$ cat src/rtl/alu_rf_pkg.sv
// alu_rf_pkg: opcodes, flag bit positions and FSM states shared by the ALU/register-file pipeline
package alu_rf_pkg;
    localparam logic [3:0] OP_ADD = 4'h0, OP_SUB = 4'h1, OP_OR = 4'h2, OP_AND = 4'h3,
                           OP_XOR = 4'h4, OP_MOV = 4'h5, OP_LSH = 4'h6, OP_CMP = 4'h7,
                           OP_MUL = 4'h8;
    localparam int FLAG_C = 0, FLAG_L = 1, FLAG_F = 2, FLAG_Z = 3, FLAG_N = 4;
    typedef enum logic {ST_RUN, ST_MUL} state_t;
endpackage

$ cat src/rtl/alu_rf_pipe_if.sv
// alu_rf_pipe_if: instruction handshake, result/flags and debug read port of alu_rf_pipe
interface alu_rf_pipe_if #(parameter int WIDTH = 16, parameter int ADDR_W = 5);
    logic              in_valid, in_ready, imm_en, regwrite, out_valid;
    logic [3:0]        op;
    logic [ADDR_W-1:0] ra1, ra2, dbg_addr;
    logic [WIDTH-1:0]  imm, result, flagreg, dbg_data;
    modport master (output in_valid, op, ra1, ra2, imm_en, imm, regwrite, dbg_addr,
                    input in_ready, out_valid, result, flagreg, dbg_data);
    modport slave  (input in_valid, op, ra1, ra2, imm_en, imm, regwrite, dbg_addr,
                    output in_ready, out_valid, result, flagreg, dbg_data);
endinterface

$ cat src/rtl/regfile_2r1w.sv
// regfile_2r1w: register file with two combinational read ports, a debug read port and one synchronous write
module regfile_2r1w #(parameter int WIDTH = 16, parameter int ADDR_W = 5) (
    input  logic              clk,
    input  logic              rst_n,
    input  logic              we,
    input  logic [ADDR_W-1:0] wa,
    input  logic [WIDTH-1:0]  wd,
    input  logic [ADDR_W-1:0] ra1,
    input  logic [ADDR_W-1:0] ra2,
    input  logic [ADDR_W-1:0] da,
    output logic [WIDTH-1:0]  rd1,
    output logic [WIDTH-1:0]  rd2,
    output logic [WIDTH-1:0]  dd
);
    logic [WIDTH-1:0] mem [2**ADDR_W];
    always_ff @(posedge clk or negedge rst_n)
        if (!rst_n) for (int i = 0; i < 2**ADDR_W; i++) mem[i] <= '0;
        else if (we) mem[wa] <= wd;
    assign rd1 = mem[ra1];
    assign rd2 = mem[ra2];
    assign dd  = mem[da];
endmodule

$ cat src/rtl/alu_rf_pipe.sv
// alu_rf_pipe: register file + ALU with registered result/flags, forwarding write-back and shift-add multiplier
module alu_rf_pipe import alu_rf_pkg::*; #(parameter int WIDTH = 16, parameter int ADDR_W = 5) (
    input logic         clk,
    input logic         rst_n,
    alu_rf_pipe_if.slave bus
);
    localparam int CW = $clog2(WIDTH);
    state_t               state, state_nx;
    logic [WIDTH-1:0]     result_q, flag_q, wb_data, rd1, rd2, dbg, a, b, amt, sh, alu_res, alu_flg, mul_flg, mp;
    logic [ADDR_W-1:0]    wb_addr, mdst;
    logic                 wb_valid, valid_q, accept, alu_wr, mwr, last;
    logic [WIDTH:0]       sum, diff;
    logic [2*WIDTH-1:0]   mc, acc, acc_nx;
    logic [CW-1:0]        cnt;

    regfile_2r1w #(.WIDTH(WIDTH), .ADDR_W(ADDR_W)) u_rf (
        .clk(clk), .rst_n(rst_n), .we(wb_valid), .wa(wb_addr), .wd(wb_data),
        .ra1(bus.ra1), .ra2(bus.ra2), .da(bus.dbg_addr), .rd1(rd1), .rd2(rd2), .dd(dbg)
    );

    assign bus.in_ready  = state == ST_RUN;
    assign bus.out_valid = valid_q;
    assign bus.result    = result_q;
    assign bus.flagreg   = flag_q;
    assign bus.dbg_data  = dbg;
    assign accept = bus.in_valid & bus.in_ready;
    // the write-back register is one edge from the array, so reads of its target take it directly
    assign a    = (wb_valid && wb_addr == bus.ra1) ? wb_data : rd1;
    assign b    = bus.imm_en ? bus.imm : (wb_valid && wb_addr == bus.ra2) ? wb_data : rd2;
    assign sum  = {1'b0, a} + {1'b0, b};
    assign diff = {1'b0, a} - {1'b0, b};
    assign amt  = b[WIDTH-1] ? -b : b;
    assign sh   = (amt >= WIDTH'(WIDTH)) ? '0 : b[WIDTH-1] ? a >> amt : a << amt;

    always_comb begin
        alu_res = result_q;
        alu_flg = flag_q;
        alu_wr  = 1'b1;
        case (bus.op)
            OP_ADD: begin
                alu_res = sum[WIDTH-1:0];
                alu_flg[FLAG_C] = sum[WIDTH];
                alu_flg[FLAG_F] = (a[WIDTH-1] == b[WIDTH-1]) && (sum[WIDTH-1] != a[WIDTH-1]);
            end
            OP_SUB: begin
                alu_res = diff[WIDTH-1:0];
                alu_flg[FLAG_C] = diff[WIDTH];
                alu_flg[FLAG_F] = (a[WIDTH-1] != b[WIDTH-1]) && (diff[WIDTH-1] != a[WIDTH-1]);
            end
            OP_OR:  alu_res = a | b;
            OP_AND: alu_res = a & b;
            OP_XOR: alu_res = a ^ b;
            OP_MOV: alu_res = b;
            OP_LSH: alu_res = sh;
            OP_CMP: begin
                alu_wr = 1'b0;
                alu_flg[FLAG_Z] = a == b;
                alu_flg[FLAG_L] = a < b;
                alu_flg[FLAG_N] = $signed(a) < $signed(b);
            end
            default: alu_wr = 1'b0;
        endcase
        if (alu_wr) begin
            alu_flg[FLAG_Z] = alu_res == '0;
            alu_flg[FLAG_N] = alu_res[WIDTH-1];
        end
    end

    assign acc_nx = acc + (mp[0] ? mc : '0);
    assign last   = cnt == CW'(WIDTH - 1);

    always_comb begin
        mul_flg = flag_q;
        mul_flg[FLAG_C] = |acc_nx[2*WIDTH-1:WIDTH];
        mul_flg[FLAG_Z] = acc_nx[WIDTH-1:0] == '0;
        mul_flg[FLAG_N] = acc_nx[WIDTH-1];
    end

    always_comb
        state_nx = (state == ST_RUN) ? ((accept && bus.op == OP_MUL) ? ST_MUL : ST_RUN)
                                     : (last ? ST_RUN : ST_MUL);

    always_ff @(posedge clk or negedge rst_n)
        if (!rst_n) state <= ST_RUN;
        else state <= state_nx;

    always_ff @(posedge clk or negedge rst_n)
        if (!rst_n) begin
            result_q <= '0;
            flag_q   <= '0;
            valid_q  <= 1'b0;
            wb_valid <= 1'b0;
            wb_addr  <= '0;
            wb_data  <= '0;
            mc       <= '0;
            mp       <= '0;
            acc      <= '0;
            cnt      <= '0;
            mdst     <= '0;
            mwr      <= 1'b0;
        end else begin
            valid_q  <= 1'b0;
            wb_valid <= 1'b0;
            if (accept && bus.op != OP_MUL) begin
                result_q <= alu_res;
                flag_q   <= alu_flg;
                valid_q  <= 1'b1;
                wb_valid <= alu_wr & bus.regwrite;
                wb_addr  <= bus.ra1;
                wb_data  <= alu_res;
            end
            if (accept && bus.op == OP_MUL) begin
                mc   <= {{WIDTH{1'b0}}, a};
                mp   <= b;
                acc  <= '0;
                cnt  <= '0;
                mdst <= bus.ra1;
                mwr  <= bus.regwrite;
            end
            if (state == ST_MUL) begin
                acc <= acc_nx;
                mc  <= mc << 1;
                mp  <= mp >> 1;
                cnt <= last ? '0 : cnt + 1'b1;
                if (last) begin
                    result_q <= acc_nx[WIDTH-1:0];
                    flag_q   <= mul_flg;
                    valid_q  <= 1'b1;
                    wb_valid <= mwr;
                    wb_addr  <= mdst;
                    wb_data  <= acc_nx[WIDTH-1:0];
                end
            end
        end
endmodule

$ cat src/flat_wrapper.sv
// flat-port wrapper written by rule: the top's interface ports become plain ports
module alu_rf_pipe_flat import alu_rf_pkg::*;
#(parameter int WIDTH = 16, parameter int ADDR_W = 5)
  (clk, rst_n, bus_in_valid, bus_op, bus_ra1, bus_ra2, bus_imm_en, bus_imm, bus_regwrite, bus_dbg_addr, bus_in_ready, bus_out_valid, bus_result, bus_flagreg, bus_dbg_data);
  alu_rf_pipe_if #(.WIDTH(WIDTH), .ADDR_W(ADDR_W)) bus_i ();
  input logic clk;
  input logic rst_n;
  input wire logic [$bits(bus_i.in_valid)-1:0] bus_in_valid;
  input wire logic [$bits(bus_i.op)-1:0] bus_op;
  input wire logic [$bits(bus_i.ra1)-1:0] bus_ra1;
  input wire logic [$bits(bus_i.ra2)-1:0] bus_ra2;
  input wire logic [$bits(bus_i.imm_en)-1:0] bus_imm_en;
  input wire logic [$bits(bus_i.imm)-1:0] bus_imm;
  input wire logic [$bits(bus_i.regwrite)-1:0] bus_regwrite;
  input wire logic [$bits(bus_i.dbg_addr)-1:0] bus_dbg_addr;
  output wire logic [$bits(bus_i.in_ready)-1:0] bus_in_ready;
  output wire logic [$bits(bus_i.out_valid)-1:0] bus_out_valid;
  output wire logic [$bits(bus_i.result)-1:0] bus_result;
  output wire logic [$bits(bus_i.flagreg)-1:0] bus_flagreg;
  output wire logic [$bits(bus_i.dbg_data)-1:0] bus_dbg_data;
  assign bus_i.in_valid = bus_in_valid;
  assign bus_i.op = bus_op;
  assign bus_i.ra1 = bus_ra1;
  assign bus_i.ra2 = bus_ra2;
  assign bus_i.imm_en = bus_imm_en;
  assign bus_i.imm = bus_imm;
  assign bus_i.regwrite = bus_regwrite;
  assign bus_i.dbg_addr = bus_dbg_addr;
  assign bus_in_ready = bus_i.in_ready;
  assign bus_out_valid = bus_i.out_valid;
  assign bus_result = bus_i.result;
  assign bus_flagreg = bus_i.flagreg;
  assign bus_dbg_data = bus_i.dbg_data;
  alu_rf_pipe #(.WIDTH(WIDTH), .ADDR_W(ADDR_W)) u_core (.clk(clk), .rst_n(rst_n), .bus(bus_i));
endmodule
$ cat config.mk
export PLATFORM = sky130hd
export DESIGN_NAME = alu_rf_pipe_flat
export DESIGN_NICKNAME = d
export VERILOG_FILES = /design/src/rtl/alu_rf_pkg.sv /design/src/rtl/alu_rf_pipe_if.sv /design/src/rtl/regfile_2r1w.sv /design/src/rtl/alu_rf_pipe.sv /design/src/flat_wrapper.sv
export SDC_FILE = /design/constraint.sdc
export NUM_CORES = 2
export LEC_CHECK = 0
export CORE_MARGIN = 4
export CORE_UTILIZATION = 50
export CTS_BUF_LIST = sky130_fd_sc_hd__clkbuf_2 sky130_fd_sc_hd__clkbuf_4 sky130_fd_sc_hd__clkbuf_8
export DETAILED_ROUTE_END_ITERATION = 16
export GPL_TIMING_DRIVEN = 0
export PLACE_DENSITY = 0.66
export REMOVE_ABC_BUFFERS = 1
export SLEW_MARGIN = 40
export SYNTH_ARGS = -nofsm -noshare
export SYNTH_HDL_FRONTEND = slang
export SYNTH_HIERARCHICAL = 1
export SYNTH_SLANG_ARGS = --single-unit
$ cat constraint.sdc
create_clock -name clk -period 6.1 [get_ports clk]
set_input_delay 1.22 -clock clk [delete_from_list [all_inputs] [get_ports clk]]
set_output_delay 1.22 -clock clk [all_outputs]
set_load 0.01 [all_outputs]
==> flow_summary_export.csv <==
group,metric,value,unit
floorplanning,die_y,312,µm
routing,avgRoutedWirePerCell,28.4,µm
floorplanning,core,0.0918,mm²
floorplanning,dieArea,0.0975,mm²
yosys,synth-seq-area-share,35.0,%
setup_path,max_stage_delay,0.46,ns
yosys,async_reset_ff_share,100,%
clock_network,clockBufferDepth,3,
setup_path,crit_top_cell,"buf_16",
power,comb_power_share,33.4,%
worst_hold_path,hp-class,"in -> async",
run,maxCapViolCount,0,
power,p_sw,6620,µW
floorplanning,std_cell_rows,111,
yosys,syn_avg_cell_area,9.90,µm²
power,vdd_drop_max,0.186,mV
routing,drtIter0Drc,5257,
cells_and_area,fin_nets,4801,
setup_path,cp_max_fo,12,
cells_and_area,drive_gt1_share,23.7,%
power,pwr-share-seq,39.4,%
clock_network,cts_buffers,114,
setup_path,worstPathRequired,6.78,ns
clock_network,clkLatencyLatePin,0.79,ns
routing,drc,0,
place,gp_congestion,0.994,
grt,grt_usage,33.4,%
power,p_leak,0.0252,µW
sta,period_needed,6.06,ns
routing,drt_pass1_iterations,14,
grt,grt_max_degree,108,
power,power.density,311,mW/mm²
sta,fin_crit_sh,99.4,%
yosys,synth_area,0.0463,mm²
status,status,"finished clean",
place,hpwlAfterDp,108000,µm
setup_path,path_class,"in -> reg",
floorplanning,io_pins,90,
sta,setup-tns-final,0,ns
yosys,ys_ff_latch,647,
clock_network,path_clk_slew,0.06,ns
power,power,16700,µW
sta,relSlewSlack,34.3,%
yosys,ys_types,100,
clock_network,cts-root-buf,"clkbuf_8",
sta,fin_skew,0.0471,ns
sta,slew_violations,0,
setup_path,cp-end-kind,"flip-flop",
sta,tightest_slew,0.966,ns
floorplanning,initial_core_util,50.4,%
floorplanning,die_width,312,µm
setup_path,crit_slowest_cell,"a2111oi_4",
yosys,netlist_instances,4677,
clock_network,htreeDepth,3,
yosys,synth_flop_cell,"dfrtp_1",
grt,grt_overflow,0,
sta,setup_viol,0,
yosys,yosysWarnings,6,
routing,viasPerCell,6.79,
yosys,synth_enable_flop_cells,0,
power,clkPwrFrac,27.3,%
setup_path,cp-start-kind,"primary input",
cells_and_area,areaGrowthSynthToFinish,16.1,%
setup_path,arrival,6.74,ns
cells_and_area,layout_common_cells,"779 x mux2i_1, 626 x dfrtp_1, 446 x mux2_2",
routing,totalWireLength,171000,µm
place,portBuffers,78,
grt,first_global_vias,39600,
grt,grt_pass1_wl,251000,µm
routing,via_count,40800,
cells_and_area,layout_commonest_cell,"mux2i_1",
clock_network,cts.sinks,647,
sta,hold_viol,0,
power,internal-power,10100,µW
sta,max_freq,0.165,GHz
routing,ant_nets,0,
clock_network,tritoncts,"done",
grt,antenna_found_initial,2,
power,swShare,39.5,%
[power by group through the flow]
| stage | Sequential [µW] | Clock (µW) | Combinational, µW |
|---|---|---|---|
| after global placement | 6710 | 0 | 4940 |
| after CTS | 6540 | 4640 | 5190 |
| final | 6590 | 4560 | 5580 |
| after floorplan | 6130 | 0 | 3080 |
| after global routing | 6700 | 4830 | 5950 |
| after detailed placement | 6610 | 0 | 4950 |
[state kept, by name, indices dropped and copies added (netlist names)]
signal and count:
u_core/bus.result 16, u_core/bus.flagreg 5, u_core/mp 16, u_core/wb_addr 5, u_core/acc 32, u_core/mwr 1
u_core/mc 32, u_core/wb_valid 1, u_core/bus.out_valid 1, u_core/cnt 4, u_core/u_rf/mem 512, u_core/state 1
u_core/mdst 5, u_core/wb_data 16
[cells by family after synthesis]
logic type                 Yosys count  synth area share [%]
AOI/OAI and AO/OA                 1084                  15.8
DFF                                647                  35.0
and+or+nand+nor                   1024                  11.1
muxes                             1312                  29.8
xor gates and xnor gates            50                 0.962
buffers and inverters              475                  5.07
other                                1               0.00810
adders and majority gates           84                  2.32
[critical path, delay by kind of cell]
family | cells | cell delay [ns]
buf+inv | 7 | 1.12
fa+ha+maj | 1 | 0.24
compound gates | 14 | 3.40
mux | 2 | 0.41
simple gates | 2 | 0.30
[routing by layer]
layer  routed length (µm)  up-vias  GRT usage, %  part of all wire (%)
met4                10400        2          17.9                   6.1
met3                17500      657          7.27                    10
met2                73100     2395          49.5                    43
li1                     -    17500             -                     -
met5                   13        -             0                0.0076
met1                69600    20300          45.7                    41
[cell usage after synthesis (18+ instances only)]
master | count | share of area [%]
nand4_1 | 67 | 0.91
mux2_2 | 446 | 11
o21ai_0 | 157 | 1.7
dfrtp_1 | 647 | 35
ha_1 | 81 | 2.2
inv_1 | 58 | 0.47
nor2b_1 | 18 | 0.24
mux2i_1 | 797 | 17
a21oi_1 | 274 | 3.0
buf_4 | 72 | 1.2
nor4_1 | 22 | 0.30
buf_1 | 24 | 0.19
nand3_1 | 128 | 1.4
a22o_1 | 102 | 1.9
clkbuf_1 | 203 | 1.6
a21o_1 | 28 | 0.45
nand2_1 | 357 | 2.9
o211ai_1 | 21 | 0.34
nor3_1 | 104 | 1.1
nand2b_1 | 22 | 0.30
xnor2_1 | 34 | 0.64
and2_1 | 45 | 0.61
o22ai_1 | 19 | 0.26
a31oi_1 | 69 | 0.93
a211oi_1 | 53 | 0.86
nor2_1 | 152 | 1.2
a22oi_1 | 207 | 3.4
mux2_1 | 69 | 1.7
buf_2 | 93 | 1.0
[repair_timing]
item,4_1_cts,5_1_grt
cloned,17,2
pin swaps,21,34
setup buffers,50,48
resized for setup,123,86
setup endpoints to repair,36,29
hold buffers,0,0
[area by class of cell]
cell class	instances	area, µm²
Timing Repair Buffer	284	4190
Inverter	61	248
Clock buffer	171	2180
Tap cell	1243	1560
Sequential cell	647	16200
Fill cell	7681	38100
Antenna cell	3	7.51
Clock inverter	37	398
Multi-Input combinational cell	3569	28900
[through the flow]
stage	setup slack (ns)	hold slack (ns)	area, µm²	cells	util [%]
after floorplan	-2.86	0.446	44200	4273	-
after global placement	-25.97	0.465	46500	5594	50.7
after detailed placement	-3.14	0.465	48800	5684	53.2
after CTS	0.00567	0.279	52800	5958	57.5
after global routing	-0.0191	0.317	53700	6013	58.5
final	0.0374	0.310	53700	6015	58.5
[final timing paths]
path                                             startpoint                          endpoint  slack (ns)  depth (start not counted)
worst max-delay path                             bus_ra2[1]      u_core/wb_data[15]$_DFF_PN0_        0.04                         26
worst min-delay path                                  rst_n  u_core/u_rf/mem[436]$_DFFE_PN0P_        0.31                          1
worst max register to register  u_core/wb_addr[0]$_DFF_PN0_      u_core/wb_data[15]$_DFF_PN0_        0.17                         21
worst min register to register       u_core/mwr$_DFFE_PN0P_         u_core/wb_valid$_DFF_PN0_        0.47                          1
max in group asynchronous                             rst_n       u_core/wb_data[2]$_DFF_PN0_        4.36                          3
min in group clk                     u_core/mwr$_DFFE_PN0P_         u_core/wb_valid$_DFF_PN0_        0.47                          1
No activity file was read; power rests on OpenSTA's default activity.
